$ cat src/rtl/cmt_prog_ctrl.sv
// cmt_prog_ctrl: serial programming master for the DCM_CLKGEN M/D port.
// Accepts an M/D request, shifts LoadD / LoadM / GO on progen/progdata,
// waits for the DCM to report completion, then holds pll_reset so the
// downstream PLL relocks.
// Ports:
//   progclk, rst_n      clock (also DCM PROGCLK), async active-low reset
//   start               request programming, sampled only in IDLE
//   m_val, d_val        requested multiplier (2..256) / divider (1..256)
//   progdone_inv        low = DCM programming complete
//   progen, progdata    DCM programming interface
//   pll_reset           PLL reset, sticky after a timeout
//   busy                high whenever not IDLE
//   done, err           one-cycle completion / failure pulses
module cmt_prog_ctrl #(
  parameter int unsigned TIMEOUT     = 65535,
  parameter int unsigned PLL_RST_LEN = 16
) (
  input  logic       progclk,
  input  logic       rst_n,
  input  logic       start,
  input  logic [8:0] m_val,
  input  logic [8:0] d_val,
  input  logic       progdone_inv,
  output logic       progen,
  output logic       progdata,
  output logic       pll_reset,
  output logic       busy,
  output logic       done,
  output logic       err
);

  localparam int unsigned CNT_W = 16;
  localparam logic [CNT_W-1:0] LOAD_LAST = CNT_W'(9);
  localparam logic [CNT_W-1:0] TO_LAST   = CNT_W'(TIMEOUT - 1);
  localparam logic [CNT_W-1:0] RST_LAST  = CNT_W'(PLL_RST_LEN - 1);
  localparam logic [CNT_W-1:0] GUARD     = CNT_W'(2);

  typedef enum logic [2:0] {
    S_IDLE, S_LOAD_D, S_GAP_D, S_LOAD_M, S_GAP_M, S_GO, S_WAIT_DONE, S_PLL_RST
  } state_e;

  state_e           state_q, state_d;
  logic [CNT_W-1:0] cnt_q, cnt_d;
  logic [7:0]       dm1_q, dm1_d, mm1_q, mm1_d;
  logic             progen_q, progen_d, progdata_q, progdata_d;
  logic             pll_reset_q, pll_reset_d;
  logic             busy_q, busy_d, done_q, done_d, err_q, err_d;
  logic             legal_c;
  logic [2:0]       bit_idx_c;

  assign legal_c = (m_val >= 9'd2) && (m_val <= 9'd256) &&
                   (d_val != 9'd0) && (d_val <= 9'd256);

  // Payload bit for the next serial slot: slot n>=2 carries byte bit n-2 = cnt_q-1.
  assign bit_idx_c = 3'(cnt_q - CNT_W'(1));

  // State register and registered outputs
  always_ff @(posedge progclk or negedge rst_n) begin
    if (!rst_n) begin
      state_q     <= S_IDLE;
      cnt_q       <= '0;
      dm1_q       <= '0;
      mm1_q       <= '0;
      progen_q    <= 1'b0;
      progdata_q  <= 1'b0;
      pll_reset_q <= 1'b0;
      busy_q      <= 1'b0;
      done_q      <= 1'b0;
      err_q       <= 1'b0;
    end else begin
      state_q     <= state_d;
      cnt_q       <= cnt_d;
      dm1_q       <= dm1_d;
      mm1_q       <= mm1_d;
      progen_q    <= progen_d;
      progdata_q  <= progdata_d;
      pll_reset_q <= pll_reset_d;
      busy_q      <= busy_d;
      done_q      <= done_d;
      err_q       <= err_d;
    end
  end

  // Next state; outputs are computed for the cycle after the edge
  always_comb begin
    state_d     = state_q;
    cnt_d       = cnt_q;
    dm1_d       = dm1_q;
    mm1_d       = mm1_q;
    progen_d    = 1'b0;
    progdata_d  = 1'b0;
    pll_reset_d = pll_reset_q;
    done_d      = 1'b0;
    err_d       = 1'b0;

    unique case (state_q)
      S_IDLE: begin
        if (start) begin
          if (legal_c) begin
            dm1_d       = 8'(d_val - 9'd1);
            mm1_d       = 8'(m_val - 9'd1);
            state_d     = S_LOAD_D;
            cnt_d       = '0;
            progen_d    = 1'b1;
            progdata_d  = 1'b1;
            pll_reset_d = 1'b1;
          end else begin
            err_d = 1'b1;
          end
        end
      end
      S_LOAD_D: begin
        if (cnt_q == LOAD_LAST) begin
          state_d = S_GAP_D;
          cnt_d   = '0;
        end else begin
          cnt_d      = cnt_q + CNT_W'(1);
          progen_d   = 1'b1;
          progdata_d = (cnt_q == '0) ? 1'b0 : dm1_q[bit_idx_c];
        end
      end
      S_GAP_D: begin
        state_d    = S_LOAD_M;
        cnt_d      = '0;
        progen_d   = 1'b1;
        progdata_d = 1'b1;
      end
      S_LOAD_M: begin
        if (cnt_q == LOAD_LAST) begin
          state_d = S_GAP_M;
          cnt_d   = '0;
        end else begin
          cnt_d      = cnt_q + CNT_W'(1);
          progen_d   = 1'b1;
          progdata_d = (cnt_q == '0) ? 1'b1 : mm1_q[bit_idx_c];
        end
      end
      S_GAP_M: begin
        state_d  = S_GO;
        progen_d = 1'b1;
      end
      S_GO: begin
        state_d = S_WAIT_DONE;
        cnt_d   = '0;
      end
      S_WAIT_DONE: begin
        // Done is ignored for the first two cycles; done beats timeout on a tie.
        if ((cnt_q >= GUARD) && !progdone_inv) begin
          state_d = S_PLL_RST;
          cnt_d   = '0;
        end else if (cnt_q == TO_LAST) begin
          state_d = S_IDLE;
          cnt_d   = '0;
          err_d   = 1'b1;
        end else begin
          cnt_d = cnt_q + CNT_W'(1);
        end
      end
      S_PLL_RST: begin
        if (cnt_q == RST_LAST) begin
          state_d     = S_IDLE;
          cnt_d       = '0;
          pll_reset_d = 1'b0;
          done_d      = 1'b1;
        end else begin
          cnt_d = cnt_q + CNT_W'(1);
        end
      end
      default: state_d = S_IDLE;
    endcase

    busy_d = (state_d != S_IDLE);
  end

  assign progen    = progen_q;
  assign progdata  = progdata_q;
  assign pll_reset = pll_reset_q;
  assign busy      = busy_q;
  assign done      = done_q;
  assign err       = err_q;

endmodule

$ cat config.mk
export PLATFORM = sky130hd
export DESIGN_NAME = cmt_prog_ctrl
export DESIGN_NICKNAME = d
export VERILOG_FILES = /design/src/rtl/cmt_prog_ctrl.sv
export SDC_FILE = /design/constraint.sdc
export NUM_CORES = 1
export LEC_CHECK = 0
export BUFFER_PORTS_ARGS = -buffer_cell sky130_fd_sc_hd__clkbuf_2
export CAP_MARGIN = 20
export CORE_ASPECT_RATIO = 0.75
export CORE_MARGIN = 10
export CORE_UTILIZATION = 55
export DETAILED_ROUTE_END_ITERATION = 10
export HOLD_SLACK_MARGIN = 0.05
export PLACE_DENSITY = 0.8
export SYNTH_ARGS = -nofsm -noshare
export SYNTH_HDL_FRONTEND = slang
export SYNTH_SLANG_ARGS = --single-unit
export TNS_END_PERCENT = 30
$ cat constraint.sdc
create_clock -name progclk -period 2.8 [get_ports progclk]
set_input_delay 0.56 -clock progclk [delete_from_list [all_inputs] [get_ports progclk]]
set_output_delay 0.56 -clock progclk [all_outputs]
set_load 0.005 [all_outputs]
==> reports/results.ini, run 1 <==
[clock_tree]
htreeDepth = 2
cts_tree = built
clk_pin_slew_ns = 0.08
cts_setup_buffers = 0
cts.sinks = 41
cts_repair_resize_count = 0
numCtsBuffers = 5
worstSkewPairLatency_ns = 0.29
ctsHoldBuffers = 0
cts_buffer_depth = 2
root_buffer = clkbuf_8

[drt]
wl_per_cell_um = 15.3
ant_nets = 0
routed_wl_um = 5630
num_vias = 2144
drtIter0Drc = 218
dr.pass1.iters = 4
via_per_inst = 5.84
drc = 0

[cells_and_area]
final_nets = 340
fillers = 366
synthToLayoutAreaGrowth_pct = 12.8
n_antenna_cell = 0
drive_gt1_share_pct = 17.1
fin_cells = 367
regArea_sq_um = 1030
final_util_pct = 64.0
multi_input_area_sq_um = 1400

[job]
max-cap-violations = 0

[global_route]
grt_pass1_vias = 2028
grt_overflow_total = 0
track_usage_pct = 14.5
antenna_found_initial = 0
grt_pass1_wl_um = 9490
grt_max_degree = 42

[yosys]
syn_avg_cell_area_sq_um = 9.02
ys_seq_area_share_pct = 40.8
syn-num-nets = 310
ys_ff_latch = 41
synth_edf_count = 0
syn_inst = 279
synth_async_sr_flop_share_pct = 100
yosysUniqueCellTypes = 51
yosys_most_used_dff = dfrtp_1
ys_warn_count = 0
synth_area_sq_um = 2520

[sta]
fmax_ghz = 0.397
slew_violations = 0
tns_ns = 0
layout_min_cycle_time_ns = 2.52
relSlewSlack_pct = 56.9
final.setup.worst_slack_ns = 0.284
setup_viol_count_final = 0
hold_viol = 0
final.setup_skew_ns = 0.00318
post-route-period-util_pct = 89.9
tightest_slew_ns = 0.647
rsz0062_at_grt = false

[worst_setup_path]
cp-start-kind = flop
r2r-end = cnt_q[4]
required_ns = 2.97
critPathCaptureType = flop
r2r_slack_ns = 0.28
crit_type = flop to flop
rr_worst_depth = 6
r2r-start = cnt_q[12]
critPathMaxFanout = 25
cp.arrival_ns = 2.69

[placed_design]
port-buffer-count = 27
dp_hpwl_um = 4240
pre_cts_slack_ns = 0.0263
gp_congestion = 0.887
dpl.cell_count = 358

[floorplan]
die_area_sq_um = 7710
die_y_um = 78.6
rows = 21
die-width_um = 98.1
boundaryPins = 28
start_util_pct = 56.7
core_sq_um = 4440

[power]
p_leak_nw = 1.31
ir_drop_v = 0.000454
power_w = 0.00241
powerDensity_nw_per_um2 = 848

[min_path]
min_path_type = primary input to asynchronous set/reset pin

[status]
status = complete, no violations

## sequential cells by signal, summed over array words and instances (netlist names)
| name | flops |
|---|---|
| err | 1 |
| done | 1 |
| pll_reset | 1 |
| progen | 1 |
| progdata | 1 |
| cnt_q | 16 |
| mm1_q | 8 |
| busy | 1 |
| dm1_q | 8 |
| state_q | 3 |
## synth_stat cells, types with 2 or more instances
cell | n | area (sq um)
nand2b_1 | 3 | 18.8
o211a_1 | 2 | 20.0
dfrtp_1 | 41 | 1030
and3_1 | 5 | 31.3
a211oi_1 | 4 | 30.0
or4_1 | 2 | 15.0
nor4_1 | 3 | 18.8
nor3_1 | 6 | 30.0
nand3_1 | 13 | 65.1
mux2i_1 | 8 | 80.1
nand2_1 | 36 | 135
o21ai_0 | 19 | 95.1
clkbuf_1 | 9 | 33.8
xnor2_1 | 7 | 61.3
nand3b_1 | 2 | 15.0
or4_4 | 3 | 33.8
a41oi_1 | 2 | 17.5
a22oi_1 | 2 | 15.0
nor2b_1 | 5 | 31.3
nand4_1 | 3 | 18.8
o21ai_1 | 6 | 30.0
a21oi_1 | 13 | 65.1
o211ai_1 | 2 | 15.0
nor3b_1 | 2 | 15.0
nor2_1 | 21 | 78.8
inv_1 | 12 | 45.0
a31oi_1 | 8 | 50.1
xor2_1 | 5 | 43.8
ha_1 | 9 | 113
and4_1 | 4 | 35.0
buf_2 | 2 | 10.0
## placed cells by master, fill, tap and decap left out, drive strengths merged, types with 6 or more instances in the layout
cell type / n
xnor2: 8
buf: 8
nor2: 21
nand3: 14
ha: 9
a31oi: 8
mux2i: 8
nor3: 6
a21oi: 14
nand2: 36
clkbuf: 35
o21ai: 25
inv: 12
dfrtp: 41
## per-stage QoR
step                cell area (sq um)  hold slack, ns
global placement                 2720           0.460
global route                     2840           0.226
floorplan                        2520           0.264
CTS                              2800           0.464
detailed placement               2720           0.470
finish                           2840           0.205
## area by class of cell
cell class / instances / share of cell area, %
clock buffer: 8 / 2.82
inverter: 12 / 1.59
multi-input combinational: 214 / 49.4
sequential: 41 / 36.1
tap: 57 / 2.51
timing repair buffer: 35 / 7.58
## layer usage
| layer | GRT usage, % | share of wire [%] | vias up | wire [um] |
|---|---|---|---|---|
| met5 | 0 | 0 | - | 0 |
| met2 | 21.3 | 44 | 62 | 2470 |
| li1 | - | - | 1059 | - |
| met1 | 20.3 | 49 | 1018 | 2770 |
| met3 | 3.15 | 5.9 | 5 | 332 |
| met4 | 5.22 | 1.0 | 0 | 59 |
## critical path, stage by stage, from the launching register on
cell and delay, ns:
dfrtp_1 0.44, or4_1 0.63, or4_4 0.55, nand2b_4 0.13, o221ai_4 0.27, a211oi_1 0.31
a21oi_1 0.07
## where the power goes
part	internal (W)	total, W	switching, W
logic	0.000496	0.00109	0.000595
registers	0.000776	0.000944	0.000168
clock network	0.000177	0.000374	0.000197
total	0.00145	0.00241	0.000960
## worst max-delay path by stage
stage	from	to	slack [ns]
after floorplan	cnt_q[0]	progdata	0.44
after global placement	cnt_q[6]	cnt_q[13]	0.14
after detailed placement	cnt_q[6]	cnt_q[13]	0.03
after CTS	cnt_q[5]	cnt_q[13]	0.02
after global routing	cnt_q[0]	progdata	0.13
final	cnt_q[12]	cnt_q[4]	0.28
## cell families after synthesis
group,synth area share (%)
AND/OR/NAND/NOR,24.2
AO/OA/AOI/OAI,17.3
flip-flops,40.8
buffers and inverters,3.98
XOR/XNOR,4.82
multiplexers,4.52
adder cells (fa/ha/maj),4.47
No activity file was read; power rests on OpenSTA's default activity.
==> inputs of run 2 (changes only) <==
--- a/config.mk
+++ b/config.mk
@@ -5,7 +5,7 @@
 export SDC_FILE = /design/constraint.sdc
 export NUM_CORES = 1
 export LEC_CHECK = 0
-export BUFFER_PORTS_ARGS = -buffer_cell sky130_fd_sc_hd__clkbuf_2
+export BUFFER_PORTS_ARGS = -buffer_cell sky130_fd_sc_hd__buf_2
 export CAP_MARGIN = 20
 export CORE_ASPECT_RATIO = 0.75
 export CORE_MARGIN = 10
==> run 2 against run 1 <==
Sequential power decreased by 1%; global-route usage fell by 0.24 points; total power down 0.67%; worst setup slack worse by 0.027 ns; first-iteration DRC count decreased by 33%; critical path depth unchanged; sequential share of layout area increased by 0.61 points; largest cell class unchanged; die area unchanged; clock power increased by 6.4%; largest power group unchanged.
==> reports/results.ini, run 2 (synthesis results as in run 1) <==
[cells_and_area]
multi_input_area_sq_um = 1390  ; was 1400 sq um
final_common_cell = dfrtp_1  ; unchanged
largest_register_ffs = 16  ; unchanged
largestRegisters = cnt_q: 16 flops, dm1_q: 8 flops, mm1_q: 8 flops  ; unchanged
regMostFlops = cnt_q  ; unchanged
synthToLayoutAreaGrowth_pct = 10.9  ; was 12.8%
mostFrequentLayoutCells = dfrtp_1, nand2_1, buf_2  ; was dfrtp_1, nand2_1, clkbuf_2
n_antenna_cell = 0  ; unchanged
fillers = 376  ; was 366
fin_cells = 363  ; was 367
drive_gt1_share_pct = 16.7  ; was 17.1%
regArea_sq_um = 1030  ; unchanged
final_nets = 337  ; was 340

[global_route]
grt_pass1_vias = 1927  ; was 2028
grt_pass1_wl_um = 9170  ; was 9490 um
grt_max_degree = 42  ; unchanged
track_usage_pct = 14.2  ; was 14.5%
grt_overflow_total = 0  ; unchanged
antenna_found_initial = 0  ; unchanged

[sta]
slew_violations = 0  ; unchanged
fmax_ghz = 0.393  ; was 0.397 GHz
setup_viol_count_final = 0  ; unchanged
tightest_slew_ns = 0.897  ; was 0.647 ns
hold_viol = 0  ; unchanged
tns_ns = 0  ; unchanged
hold_slack_ns = 0.366  ; was 0.205 ns
post-route-period-util_pct = 90.8  ; was 89.9%
final.setup_skew_ns = 0.00328  ; was 0.00318 ns
layout_min_cycle_time_ns = 2.54  ; was 2.52 ns
relSlewSlack_pct = 40.2  ; was 56.9%
rsz0062_at_grt = false  ; unchanged

[drt]
routed_wl_um = 5470  ; was 5630 um
drc = 0  ; unchanged
num_vias = 2132  ; was 2144
via_per_inst = 5.87  ; was 5.84
ant_nets = 0  ; unchanged
wl_per_cell_um = 15.1  ; was 15.3 um
drtIter0Drc = 147  ; was 218
dr.pass1.iters = 5  ; was 4

[power]
ir_drop_v = 0.000436  ; was 0.000454 V
powerDensity_nw_per_um2 = 857  ; was 848 nW/um^2
p_leak_nw = 1.28  ; was 1.31 nW

[worst_setup_path]
crit_path_top_delay_cell = or4_4  ; was or4_1
crit_start = cnt_q[6]  ; was cnt_q[12]
r2r-start = cnt_q[6]  ; was cnt_q[12]
path_buf_inv = 0  ; unchanged
required_ns = 2.98  ; was 2.97 ns
critPathTopFamily = simple AND/OR/NAND/NOR gates  ; unchanged
cp.arrival_ns = 2.72  ; was 2.69 ns
critPathCaptureType = flop  ; unchanged
critPathMaxFanout = 7  ; was 25
cp-start-kind = flop  ; unchanged
path_cells = or4_4, nor4_4, a21oi_2, o21ai_1, nand3_2, or4_1  ; was or4_1, or4_4, nand2b_4, o221ai_4, a211oi_1, a21oi_1
cp_slowest_stage_delay_ns = 0.57  ; was 0.63 ns
crit_type = flop to flop  ; unchanged

[job]
max-cap-violations = 0  ; unchanged

[clock_tree]
numCtsBuffers = 5  ; unchanged
root_buffer = clkbuf_8  ; unchanged
worstSkewPairLatency_ns = 0.31  ; was 0.29 ns
htreeDepth = 2  ; unchanged
cts_tree = built  ; unchanged
cts.sinks = 41  ; unchanged
cts_buffer_depth = 2  ; unchanged
cts_repair_resize_count = 0  ; unchanged
cts_setup_buffers = 0  ; unchanged
ctsHoldBuffers = 0  ; unchanged
clk_pin_slew_ns = 0.07  ; was 0.08 ns

[floorplan]
die-width_um = 98.1  ; unchanged
start_util_pct = 56.7  ; unchanged
boundaryPins = 28  ; unchanged
rows = 21  ; unchanged
die_area_sq_um = 7710  ; unchanged
die_y_um = 78.6  ; unchanged
core_sq_um = 4440  ; unchanged

[status]
status = complete, no violations  ; unchanged

[placed_design]
dpl.cell_count = 356  ; was 358
dp_hpwl_um = 4050  ; was 4240 um
port-buffer-count = 27  ; unchanged
gp_congestion = 0.853  ; was 0.887

[min_path]
min_path_type = primary input to asynchronous set/reset pin  ; unchanged

-- run 2: cell types whose count changed in the layout (fill, tap and decap cells not counted), moves of 2 or more --
cell | previous run | this run
buf_2 | 0 | 27
clkbuf_2 | 27 | 0
buf_4 | 7 | 5
clkbuf_1 | 3 | 1
-- run 2: power by group --
part           internal [W]  switching (W)
combinational      0.000481       0.000582
clock              0.000195       0.000203
sequential         0.000775       0.000156
total               0.00145       0.000941
-- run 2: final cells by class --
cell class | instances | share of cell area, %
clock buffer | 7 | 3.09
multi-input combinational | 214 | 49.8
inverter | 12 | 1.61
sequential | 41 | 36.7
timing repair buffer | 32 | 6.18
tap | 57 | 2.55
-- run 2: routing by layer --
metal	wire, um	GRT usage (%)	vias up
met5	0	0	-
met4	54	4.49	0
met3	384	4.72	5
met2	2350	20.8	62
met1	2680	19.4	1000
li1	-	-	1065
-- run 2: final timing paths --
| path | end | slack [ns] | cells after the start |
|---|---|---|---|
| worst min-delay path | err | 0.37 | 1 |
| max in group asynchronous | cnt_q[14] | 1.86 | 1 |
| min in group progclk | dm1_q[5] | 0.48 | 2 |
| worst max-delay path | busy | 0.26 | 6 |
| worst max register to register | busy | 0.26 | 6 |
| worst min register to register | dm1_q[5] | 0.48 | 2 |
-- run 2: metrics by stage --
step / util [%] / total power [W] / cell area [sq um] / setup WS, ns
5_1_grt: 62.9 / 0.00258 / 2790 / 0.137
2_1_floorplan: - / 0.00174 / 2520 / 0.441
4_1_cts: 62.9 / 0.00240 / 2790 / 0.244
3_5_place_dp: 60.9 / 0.00200 / 2710 / 0.0339
6_report: 62.9 / 0.00239 / 2790 / 0.257
3_3_place_gp: 60.9 / 0.00197 / 2710 / 0.129
-- run 2: worst register-to-register path, delay by kind of cell (launching register included) --
| kind | cells | cell delay (ns) |
|---|---|---|
| and+or+nand+nor | 4 | 1.56 |
| DFF | 1 | 0.45 |
| AOI/OAI and AO/OA | 2 | 0.40 |
==> inputs of run 3 (changes only) <==
--- a/config.mk
+++ b/config.mk
@@ -9,10 +9,10 @@
 export CAP_MARGIN = 20
 export CORE_ASPECT_RATIO = 0.75
 export CORE_MARGIN = 10
-export CORE_UTILIZATION = 55
+export CORE_UTILIZATION = 45
 export DETAILED_ROUTE_END_ITERATION = 10
 export HOLD_SLACK_MARGIN = 0.05
-export PLACE_DENSITY = 0.8
+export PLACE_DENSITY = 0.68
 export SYNTH_ARGS = -nofsm -noshare
 export SYNTH_HDL_FRONTEND = slang
 export SYNTH_SLANG_ARGS = --single-unit
==> run 3 against run 2 <==
Clock-buffer cell count is 2 lower; critical endpoint unchanged; final cell count increased by 5.8%; clock skew increased by 0.0034 ns; global-route usage decreased by 1.5 points; critical path type unchanged; design area increased by 2.5%; largest cell class unchanged; highest routed layer unchanged; non-clock buffer count rose by 3; largest power group unchanged.
==> reports/results.ini, run 3 (synthesis results as in run 1) <==
[worst_setup_path]
crit_start = cnt_q[6]  ; unchanged
r2r-start = cnt_q[6]  ; unchanged
required_ns = 2.96  ; was 2.98 ns
critPathMaxFanout = 7  ; unchanged
crit_type = flop to flop  ; unchanged
path_cells = or4_4, nor4_4, a21oi_2, o21ai_1, nand3_2, or4_1  ; unchanged
r2r_slack_ns = 0.28  ; was 0.26 ns
path_buf_inv = 0  ; unchanged
cp_slowest_stage_delay_ns = 0.58  ; was 0.57 ns
r2r-end = busy  ; unchanged
cp.arrival_ns = 2.68  ; was 2.72 ns
critPathTopFamily = simple AND/OR/NAND/NOR gates  ; unchanged
rr_worst_depth = 6  ; unchanged
cp-start-kind = flop  ; unchanged
critPathCaptureType = flop  ; unchanged
crit_path_top_delay_cell = or4_4  ; unchanged

[floorplan]
rows = 23  ; was 21
boundaryPins = 28  ; unchanged
die_area_sq_um = 9020  ; was 7710 sq um
die-width_um = 106  ; was 98.1 um
die_y_um = 84.8  ; was 78.6 um
core_sq_um = 5380  ; was 4440 sq um
start_util_pct = 46.8  ; was 56.7%

[drt]
num_vias = 2094  ; was 2132
drc = 0  ; unchanged
via_per_inst = 5.45  ; was 5.87
drtIter0Drc = 90  ; was 147
wl_per_cell_um = 14.3  ; was 15.1 um
dr.pass1.iters = 4  ; was 5
routed_wl_um = 5500  ; was 5470 um
ant_nets = 0  ; unchanged

[sta]
relSlewSlack_pct = 41.2  ; was 40.2%
layout_min_cycle_time_ns = 2.52  ; was 2.54 ns
final.setup_skew_ns = 0.00671  ; was 0.00328 ns
fmax_ghz = 0.397  ; was 0.393 GHz
hold_viol = 0  ; unchanged
post-route-period-util_pct = 90.0  ; was 90.8%
slew_violations = 0  ; unchanged
tightest_slew_ns = 0.882  ; was 0.897 ns
hold_slack_ns = 0.389  ; was 0.366 ns
setup_viol_count_final = 0  ; unchanged
rsz0062_at_grt = false  ; unchanged
tns_ns = 0  ; unchanged

[clock_tree]
clk_pin_slew_ns = 0.08  ; was 0.07 ns
htreeDepth = 2  ; unchanged
numCtsBuffers = 5  ; unchanged
cts_tree = built  ; unchanged
ctsHoldBuffers = 0  ; unchanged
cts_setup_buffers = 0  ; unchanged
cts_buffer_depth = 2  ; unchanged
root_buffer = clkbuf_8  ; unchanged
worstSkewPairLatency_ns = 0.29  ; was 0.31 ns
cts.sinks = 41  ; unchanged

[global_route]
grt_max_degree = 42  ; unchanged
antenna_found_initial = 0  ; unchanged
track_usage_pct = 12.8  ; was 14.2%
grt_pass1_vias = 1980  ; was 1927
grt_pass1_wl_um = 9600  ; was 9170 um
grt_overflow_total = 0  ; unchanged

[power]
powerDensity_nw_per_um2 = 866  ; was 857 nW/um^2
power.share.clock_pct = 18.2  ; was 16.6%
power_frac_seq_pct = 38.0  ; was 38.9%
p_int_w = 0.00154  ; was 0.00145 W
p_switching_w = 0.000944  ; was 0.000941 W
p_leak_nw = 1.31  ; was 1.28 nW
combPwrFrac_pct = 43.8  ; was 44.4%
ir_drop_v = 0.000260  ; was 0.000436 V
p_sw_share_pct = 38.1  ; was 39.3%

[min_path]
min_path_type = primary input to asynchronous set/reset pin  ; unchanged

[cells_and_area]
fin_cells = 384  ; was 363
largestRegisters = cnt_q: 16 flops, dm1_q: 8 flops, mm1_q: 8 flops  ; unchanged
final_common_cell = dfrtp_1  ; unchanged
mostFrequentLayoutCells = dfrtp_1, nand2_1, buf_2  ; unchanged
final_nets = 340  ; was 337
stdcell_area_sq_um = 2860  ; was 2790 sq um
regMostFlops = cnt_q  ; unchanged
drive_gt1_share_pct = 18.1  ; was 16.7%
synthToLayoutAreaGrowth_pct = 13.7  ; was 10.9%
largest_register_ffs = 16  ; unchanged
n_antenna_cell = 0  ; unchanged

[placed_design]
port-buffer-count = 27  ; unchanged
gp_congestion = 0.898  ; was 0.853
placed_area_sq_um = 2750  ; was 2710 sq um
dp_hpwl_um = 4300  ; was 4050 um
dpl.cell_count = 377  ; was 356

[status]
status = complete, no violations  ; unchanged

[job]
max-cap-violations = 0  ; unchanged

==> run 3: worst register-to-register path, stage by stage, from the launching register on <==
cell     delay, ns
dfrtp_1       0.46
or4_4         0.58
nor4_4        0.37
a21oi_2       0.16
o21ai_1       0.22
nand3_2       0.09
or4_1         0.52
==> run 3: routing by layer <==
| layer | part of all wire (%) | GRT usage (%) |
|---|---|---|
| met5 | 0 | 0 |
| met4 | 0.22 | 3.31 |
| met3 | 3.9 | 3.51 |
| met2 | 41 | 17.3 |
| met1 | 55 | 19.1 |
==> run 3: power by group through the flow <==
stage / combinational [W] / sequential (W) / clock [W]
3_3_place_gp: 0.00107 / 0.000945 / 0
6_report: 0.00109 / 0.000942 / 0.000452
3_5_place_dp: 0.00108 / 0.000950 / 0
4_1_cts: 0.00108 / 0.000941 / 0.000465
2_1_floorplan: 0.000880 / 0.000865 / 0
5_1_grt: 0.00122 / 0.000974 / 0.000500
==> run 3: cell type report <==
| cell class | count | area, sq um |
|---|---|---|
| multi-input combinational | 214 | 1400 |
| inverter | 12 | 45.0 |
| clock buffer | 5 | 68.8 |
| timing repair buffer | 35 | 195 |
| tap | 75 | 93.8 |
| fill | 507 | 2520 |
| clock inverter | 2 | 35.0 |
| sequential | 41 | 1030 |
==> run 3: stage by stage <==
stage	power (W)	setup slack, ns	utilization [%]
floorplan	0.00174	0.441	-
global placement	0.00201	0.205	51.1
detailed placement	0.00203	0.120	51.1
CTS	0.00249	0.257	53.1
global route	0.00269	0.162	53.2
finish	0.00248	0.281	53.2
==> run 3: worst max path at each step <==
stage / slack [ns] / end / depth (start not counted)
floorplan: 0.44 / progdata / 9
global placement: 0.21 / cnt_q[8] / 9
detailed placement: 0.12 / cnt_q[8] / 9
CTS: 0.26 / busy / 6
global route: 0.16 / busy / 6
finish: 0.28 / busy / 6
==> run 3: what timing repair did <==
| action | 4_1_cts | 5_1_grt |
|---|---|---|
| resized for setup | 0 | 1 |
| setup endpoints to repair | 0 | 1 |
| endpoints found under the hold margin | 0 | 0 |
